[src/rtl/sd_read_arbiter.sv]
// sd_read_arbiter: two-channel round-robin sector read scheduler for a shared SD read engine
module sd_read_arbiter #(
  parameter bit LOOP         = 1'b0,
  parameter int BUSY_TIMEOUT = 255
) (
  input  logic        sd_clk,
  input  logic        rst_n,
  input  logic        sd_init_done,
  input  logic        rd_busy,
  output logic        rd_start_en,
  output logic [31:0] rd_sec_addr,
  output logic        rd_owner,
  output logic        rd_owner_valid,
  input  logic        ch0_en,
  input  logic [31:0] ch0_start_section,
  input  logic [31:0] ch0_end_section,
  input  logic        ch0_fifo_almost_full,
  output logic        ch0_active,
  output logic        ch0_done,
  input  logic        ch1_en,
  input  logic [31:0] ch1_start_section,
  input  logic [31:0] ch1_end_section,
  input  logic        ch1_fifo_almost_full,
  output logic        ch1_active,
  output logic        ch1_done
);
  typedef enum logic [1:0] {IDLE, ISSUE, WAIT_BUSY, WAIT_DONE} state_t;
  localparam int TW = $clog2(BUSY_TIMEOUT + 1);
  state_t state, state_nxt;
  logic [TW-1:0] cnt;
  logic [1:0] en, en_q, aff, active, done, elig, own;
  logic [1:0][31:0] start, stop, ptr;
  logic busy_q, rr_last, gnt, tmo, comp;
  assign en = {ch1_en, ch0_en};
  assign aff = {ch1_fifo_almost_full, ch0_fifo_almost_full};
  assign start = {ch1_start_section, ch0_start_section};
  assign stop = {ch1_end_section, ch0_end_section};
  assign {ch1_active, ch0_active} = active;
  assign {ch1_done, ch0_done} = done;
  assign elig = active & ~aff & {2{sd_init_done}};
  assign gnt = &elig ? ~rr_last : elig[1];
  assign tmo = cnt == TW'(BUSY_TIMEOUT - 1);
  assign comp = state == WAIT_DONE && busy_q && !rd_busy;
  assign rd_start_en = state == ISSUE;
  assign rd_owner_valid = state != IDLE;
  assign own = {rd_owner_valid & rd_owner, rd_owner_valid & ~rd_owner};
  always_ff @(posedge sd_clk) begin
    if (!rst_n) state <= IDLE;
    else state <= state_nxt;
  end
  always_comb begin
    state_nxt = state == IDLE      ? (|elig ? ISSUE : IDLE) :
                state == ISSUE     ? WAIT_BUSY :
                state == WAIT_BUSY ? (rd_busy ? WAIT_DONE : tmo ? IDLE : WAIT_BUSY) :
                                     (comp ? IDLE : WAIT_DONE);
  end
  always_ff @(posedge sd_clk) begin
    if (!rst_n) begin
      cnt <= '0;
      en_q <= '0;
      busy_q <= 1'b0;
      rr_last <= 1'b1;
      rd_sec_addr <= '0;
      rd_owner <= 1'b0;
      active <= '0;
      done <= '0;
      ptr <= '0;
    end else begin
      busy_q <= rd_busy;
      cnt <= state == WAIT_BUSY ? cnt + 1'b1 : '0;
      if (state == IDLE && |elig) begin
        rd_sec_addr <= ptr[gnt];
        rd_owner <= gnt;
        rr_last <= gnt;
      end
      for (int i = 0; i < 2; i++) begin
        done[i] <= 1'b0;
        if (!own[i]) en_q[i] <= en[i];
        if (comp && own[i]) begin
          if (!en[i] || !active[i]) active[i] <= 1'b0;
          else if (ptr[i] != stop[i]) ptr[i] <= ptr[i] + 32'd1;
          else if (LOOP) ptr[i] <= start[i];
          else begin
            done[i] <= 1'b1;
            active[i] <= 1'b0;
          end
        end else if (!own[i] && en[i] && !en_q[i]) begin
          ptr[i] <= start[i];
          active[i] <= !(start[i] > stop[i]);
          done[i] <= start[i] > stop[i];
        end else if (!own[i] && !en[i] && en_q[i]) begin
          active[i] <= 1'b0;
        end
      end
    end
  end
endmodule
[config.mk]
export PLATFORM = sky130hd
export DESIGN_NAME = sd_read_arbiter
export DESIGN_NICKNAME = d
export VERILOG_FILES = /design/src/rtl/sd_read_arbiter.sv
export SDC_FILE = /design/constraint.sdc
export NUM_CORES = 1
export LEC_CHECK = 0
export ABC_CLOCK_PERIOD_IN_PS = 4400
export CORE_UTILIZATION = 50
export DETAILED_ROUTE_END_ITERATION = 10
export GPL_ROUTABILITY_DRIVEN = 0
export PLACE_DENSITY = 0.77
export SYNTH_ARGS = -nofsm -noshare
export SYNTH_HDL_FRONTEND = slang
export SYNTH_SLANG_ARGS = --single-unit
[constraint.sdc]
create_clock -name sd_clk -period 4.4 [get_ports sd_clk]
set_input_delay 0.88 -clock sd_clk [delete_from_list [all_inputs] [get_ports sd_clk]]
set_output_delay 0.88 -clock sd_clk [all_outputs]
set_load 0.02 [all_outputs]
## Word-level counts from Yosys, hierarchy flattened

Index checks and enable logic that the tools add are counted.

- Muxes and demuxes: 36
- Magnitude comparators: 3
- Add/subtract/negate cells: 3
- Reductions and logical operators: 39
- Equal/unequal tests: 12
- Bitwise gates (word level): 7

Operators with widths:

| kind | number |
|---|---|
| two-way mux 32 bit | 10 |
| adder 32 x 1 -> 32 bit, second input constant | 2 |
| > comparator 32 bit | 2 |
| inequality test 32 bit | 2 |
| two-way mux 1 bit | 20 |
| logical AND 1 bit | 13 |
| two-way mux 2 bit | 6 |
| zero test 1 bit | 11 |
| adder 8 x 1 -> 8 bit, second input constant | 1 |
| equality test 8 bit, second input constant | 1 |
| AND reduction 2 bit | 4 |
| inequality test 3 bit, second input constant | 2 |
| AND reduction 3 bit | 2 |
| nonzero test 2 bit | 3 |
| nonzero test 3 bit | 2 |
| bitwise AND 2 bit | 2 |
| equality test 2 bit, second input constant | 2 |
| inequality test 2 x 1 -> 1 bit, second input constant | 2 |
| inequality test 2 bit, second input constant | 2 |
| bitwise AND 1 bit | 2 |
| equality test 2 x 1 -> 1 bit, second input constant | 1 |
| zero test 2 bit | 1 |
| logical OR 1 bit | 2 |
| < comparator 1 x 2 -> 1 bit, second input constant | 1 |
| 3 further kinds | 4 |

- Output and inout bits: 39
- Flip-flop bits (word level): 115

## Longest topological paths before layout

- Word-level depth: 8
- Gate-level depth with buffers: 10
- Depth with buffers taken out: 8

## Worst setup path after synthesis

Ideal clock, no wire load.

- Path kind: input -> register
- From: input port ch0_end_section[30]
- To: register active[0]
- Setup slack: 1.994 ns
- Data arrival time: 2.337 ns
- Stages on the path: 7
- Setup time: 0.069 ns
- Path buffers: 0
- Path through: inv_1 > ha_1 > nand4_1 > nor4_1 > a22oi_1 > or4_1 > o21ai_1

- Word-level cells in the longest chain between the ends: 4
- Elaborated cells between the ends (all ways): 7
- Those cells by class: order compare (1); eq/ne (2); mux (2); reduce/logical (2)

RTL lines:

| element | RTL line | text |
|---|---|---|
| from (decl) | 16 | `input logic [31:0] ch0_end_section,` |
| > comparator 32 bit | 89 | `active[i] <= !(start[i] > stop[i]);` |
| zero test 1 bit | 89 |  |
| two-way mux 1 bit | 87 | `end else if (!own[i] && en[i] && !en_q[i]) begin` |
| two-way mux 1 bit | 79 | `if (comp && own[i]) begin` |
| to (signal, indexed assignment) | 89 |  |
| to (decl) | 31 | `logic [1:0] en, en_q, aff, active, done, elig, own;` |

Several ways; a longest one is shown, not always the timed one.
A chain may end at the register's enable or synchronous reset.

## Worst setup path in the final report

- From: input port ch1_end_section[10]
- To: register ptr[32] (netlist name)

- Word-level cells in the longest chain between the ends: 3

RTL lines:

| element | RTL line | text |
|---|---|---|
| from (decl) | 22 | `input logic [31:0] ch1_end_section,` |
| inequality test 32 bit | 81 | `else if (ptr[i] != stop[i]) ptr[i] <= ptr[i] + 32'd1;` |
| inequality test 2 x 1 -> 1 bit (no line) | -- |  |
| AND reduction 3 bit (no line) | -- |  |
| to (signal, indexed assignment) | 82 | `else if (LOOP) ptr[i] <= start[i];` |
| to (signal, indexed assignment) | 88 | `ptr[i] <= start[i];` |
| to (decl) | 32 | `logic [1:0][31:0] start, stop, ptr;` |

No other way between the ends.

==> reports/results.tsv <==
metric	value	unit
cts_buffers	17	
placementRows	49	
r2r_slack	1600	ps
cp-end-kind	flip-flop	
start_util	51.1	%
setup_viol	0	
wl_per_cell	20.0	um
holdBufCountCts	0	
max_slew_margin	26.9	%
ys_ff_latch	115	
path_clk_slew	60	ps
synth_edf_count	0	
syn_to_final_growth	25.2	%
whs	459	ps
die_h	138	um
die_area	0.0190	mm^2
grt.overflow.total	0	
ys_warn_count	0	
grt_max_degree	72	
crit_arrival	3570	ps
syn_area	0.00921	mm^2
syn_inst	1178	
cp.required	4720	ps
fin_tns_setup	0	ps
critPathMaxStageDelay	770	ps
cts_buffer_depth	2	
rsz0062_at_grt	no	
fp.dieW	138	um
power.leakage	4.60	nW
antenna_found_initial	0	
crit_fanout	18	
worstSetupPathType	input pin to flip-flop	
portBuffers	174	
ir_worst_vdd	0.000311	V
outcome	complete, no violations	
postSynthNetCount	1382	
routed_wl	30700	um
max_freq	308	MHz
synth_top_family_by_area	compound AO/OA/AOI/OAI gates	
yosys_most_used_dff	dfxtp_1	
antennaDiodeCount	0	
worst_pin_slew	1100	ps
rr_startpoint	ptr[32]$_SDFFE_PN0P_	
htreeDepth	4	
tritoncts	yes	
grt_pass1_vias	9029	
synth_compound_area_share	25.2	%
endpoint	ptr[32]$_SDFFE_PN0P_	
synthAdderAreaFrac	9.24	%
finalHoldViolCount	0	
first_pass_iters	6	
cts_sinks	115	
cp_slowest_cell	o21ai_2	
finalClockSkew	8.74	ps
crit_start	ch1_end_section[10]	
yosysSeqAreaShare	25.0	%
cap_violations	0	
syn-mean-instance-area	7.82	um^2
synthMuxAreaShare	3.37	%
clk_latency	420	ps
pwr_density_cell	300	mW/mm^2
cts_resized	0	
vias	9948	
period_share	73.9	%
startpoint_type	input pin	
mostFrequentLayoutCell	clkdlybuf4s50_1	
final_nets	1496	
slew_violations	0	
postCtsSetupBuffers	0	
root_buffer	clkbuf_16	
dpl.hpwl	22200	um
rr_endpoint	ptr[32]$_SDFFE_PN0P_	
power	0.00346	W
avgViaCountPerCell	6.49	
final_cell_mix	173 x clkdlybuf4s50_1, 115 x dfxtp_1, 98 x nand2_1	
reg2reg_depth	6	
io_pins	175	
synthArstFlopShare	0	%
synth-xor-area-share	6.66	%
drive_gt1_share	6.44	%
core-area	0.0180	mm^2
synthSimpleGateAreaFrac	22.5	%
fin_crit	3250	ps
yosysUniqueCellTypes	91	
detail-route-antenna-nets	0	
worstPathCellList	clkdlybuf4s50_1 > xor2_1 > nor4_1 > nand4_1 > o21ai_2 > o21ai_1 > o221a_4	
grtUsageTotal	32.6	%
drc_errors	0	
first_iter_violations	1149	
grt_pass1_wl	47700	um
hp-class	flip-flop to flip-flop	
==> metal layers <==
metal  track usage, %  part of all wire, %
met5                0                    0
met4             14.7                  3.9
met3             5.74                  9.1
met2             50.5                   45
met1             43.9                   42
==> worst min path at each step <==
stage                           start                 to  slack [ps]  cells past startpoint
detailed placement  cnt[0]$_SDFF_PN0_  cnt[0]$_SDFF_PN0_         450                      1
finish              cnt[0]$_SDFF_PN0_  cnt[0]$_SDFF_PN0_         460                      1
floorplan           cnt[0]$_SDFF_PN0_  cnt[0]$_SDFF_PN0_         430                      1
CTS                 cnt[0]$_SDFF_PN0_  cnt[0]$_SDFF_PN0_         460                      1
global route        cnt[0]$_SDFF_PN0_  cnt[0]$_SDFF_PN0_         510                      1
global placement    cnt[0]$_SDFF_PN0_  cnt[0]$_SDFF_PN0_         450                      1
==> synth_stat cells, types with 14 or more instances <==
master    count  share of area, %
o211ai_1     14               1.1
a32o_1       16               1.7
buf_2        32               1.7
nand2_1      99               4.0
nand3_1      37               2.0
nor3_1       25               1.4
o21ai_0      53               2.9
o31ai_1      21               1.7
mux2i_1      31               3.4
ha_1         68               9.2
xor2_1       36               3.4
a211oi_1     37               3.0
nand4_1      50               3.4
dfxtp_1     115                25
clkbuf_1     47               1.9
xnor2_1      34               3.2
nor2_1       87               3.5
a21oi_1      76               4.1
inv_1        77               3.1
==> critical path: cells and delay by family <==
family          cells  cell delay, ps
compound gates      3            1260
xor+xnor            1             200
buf+inv             1             450
simple gates        2             780
==> stage by stage <==
step | area, um^2 | cells | util [%] | setup WS (ps)
after floorplan | 9210 | 1178 | - | 1990
after CTS | 11500 | 1534 | 64.0 | 1200
after detailed placement | 10900 | 1502 | 60.5 | 759
final | 11500 | 1534 | 64.0 | 1150
after global routing | 11500 | 1534 | 64.0 | 1010
after global placement | 10900 | 1502 | 60.5 | 836
==> cell type report <==
class                   count  area, um^2
clock buffers              23         488
clock inverters             9         150
fillers                  1578        6490
inverters                  78         293
multi-input cells         893        6180
flip-flops and latches    115        2300
well taps                 229         287
repair buffers            187        1830
==> sequential cells by signal, indices dropped and copies added, names as in the netlist <==
signal and flops:
ptr 64, rd_sec_addr 32, cnt 8, active 2, done 2, en_q 2
state 2, busy_q 1, rd_owner 1, rr_last 1
==> logic make-up (layout without fill, tap and decap cells) <==
logic type / count (synthesis) / after routing
mux: 31 / 31
compound gates: 332 / 332
fa+ha+maj: 68 / 68
simple gates: 392 / 392
xor+xnor: 70 / 70
flops: 115 / 115
buf+inv: 170 / 297
==> report_power, final <==
group	switching (W)	internal, W
combinational	0.000376	0.000353
sequential	0.000122	0.00111
clock	0.000498	0.00100
(Power assumes the default switching activity.)
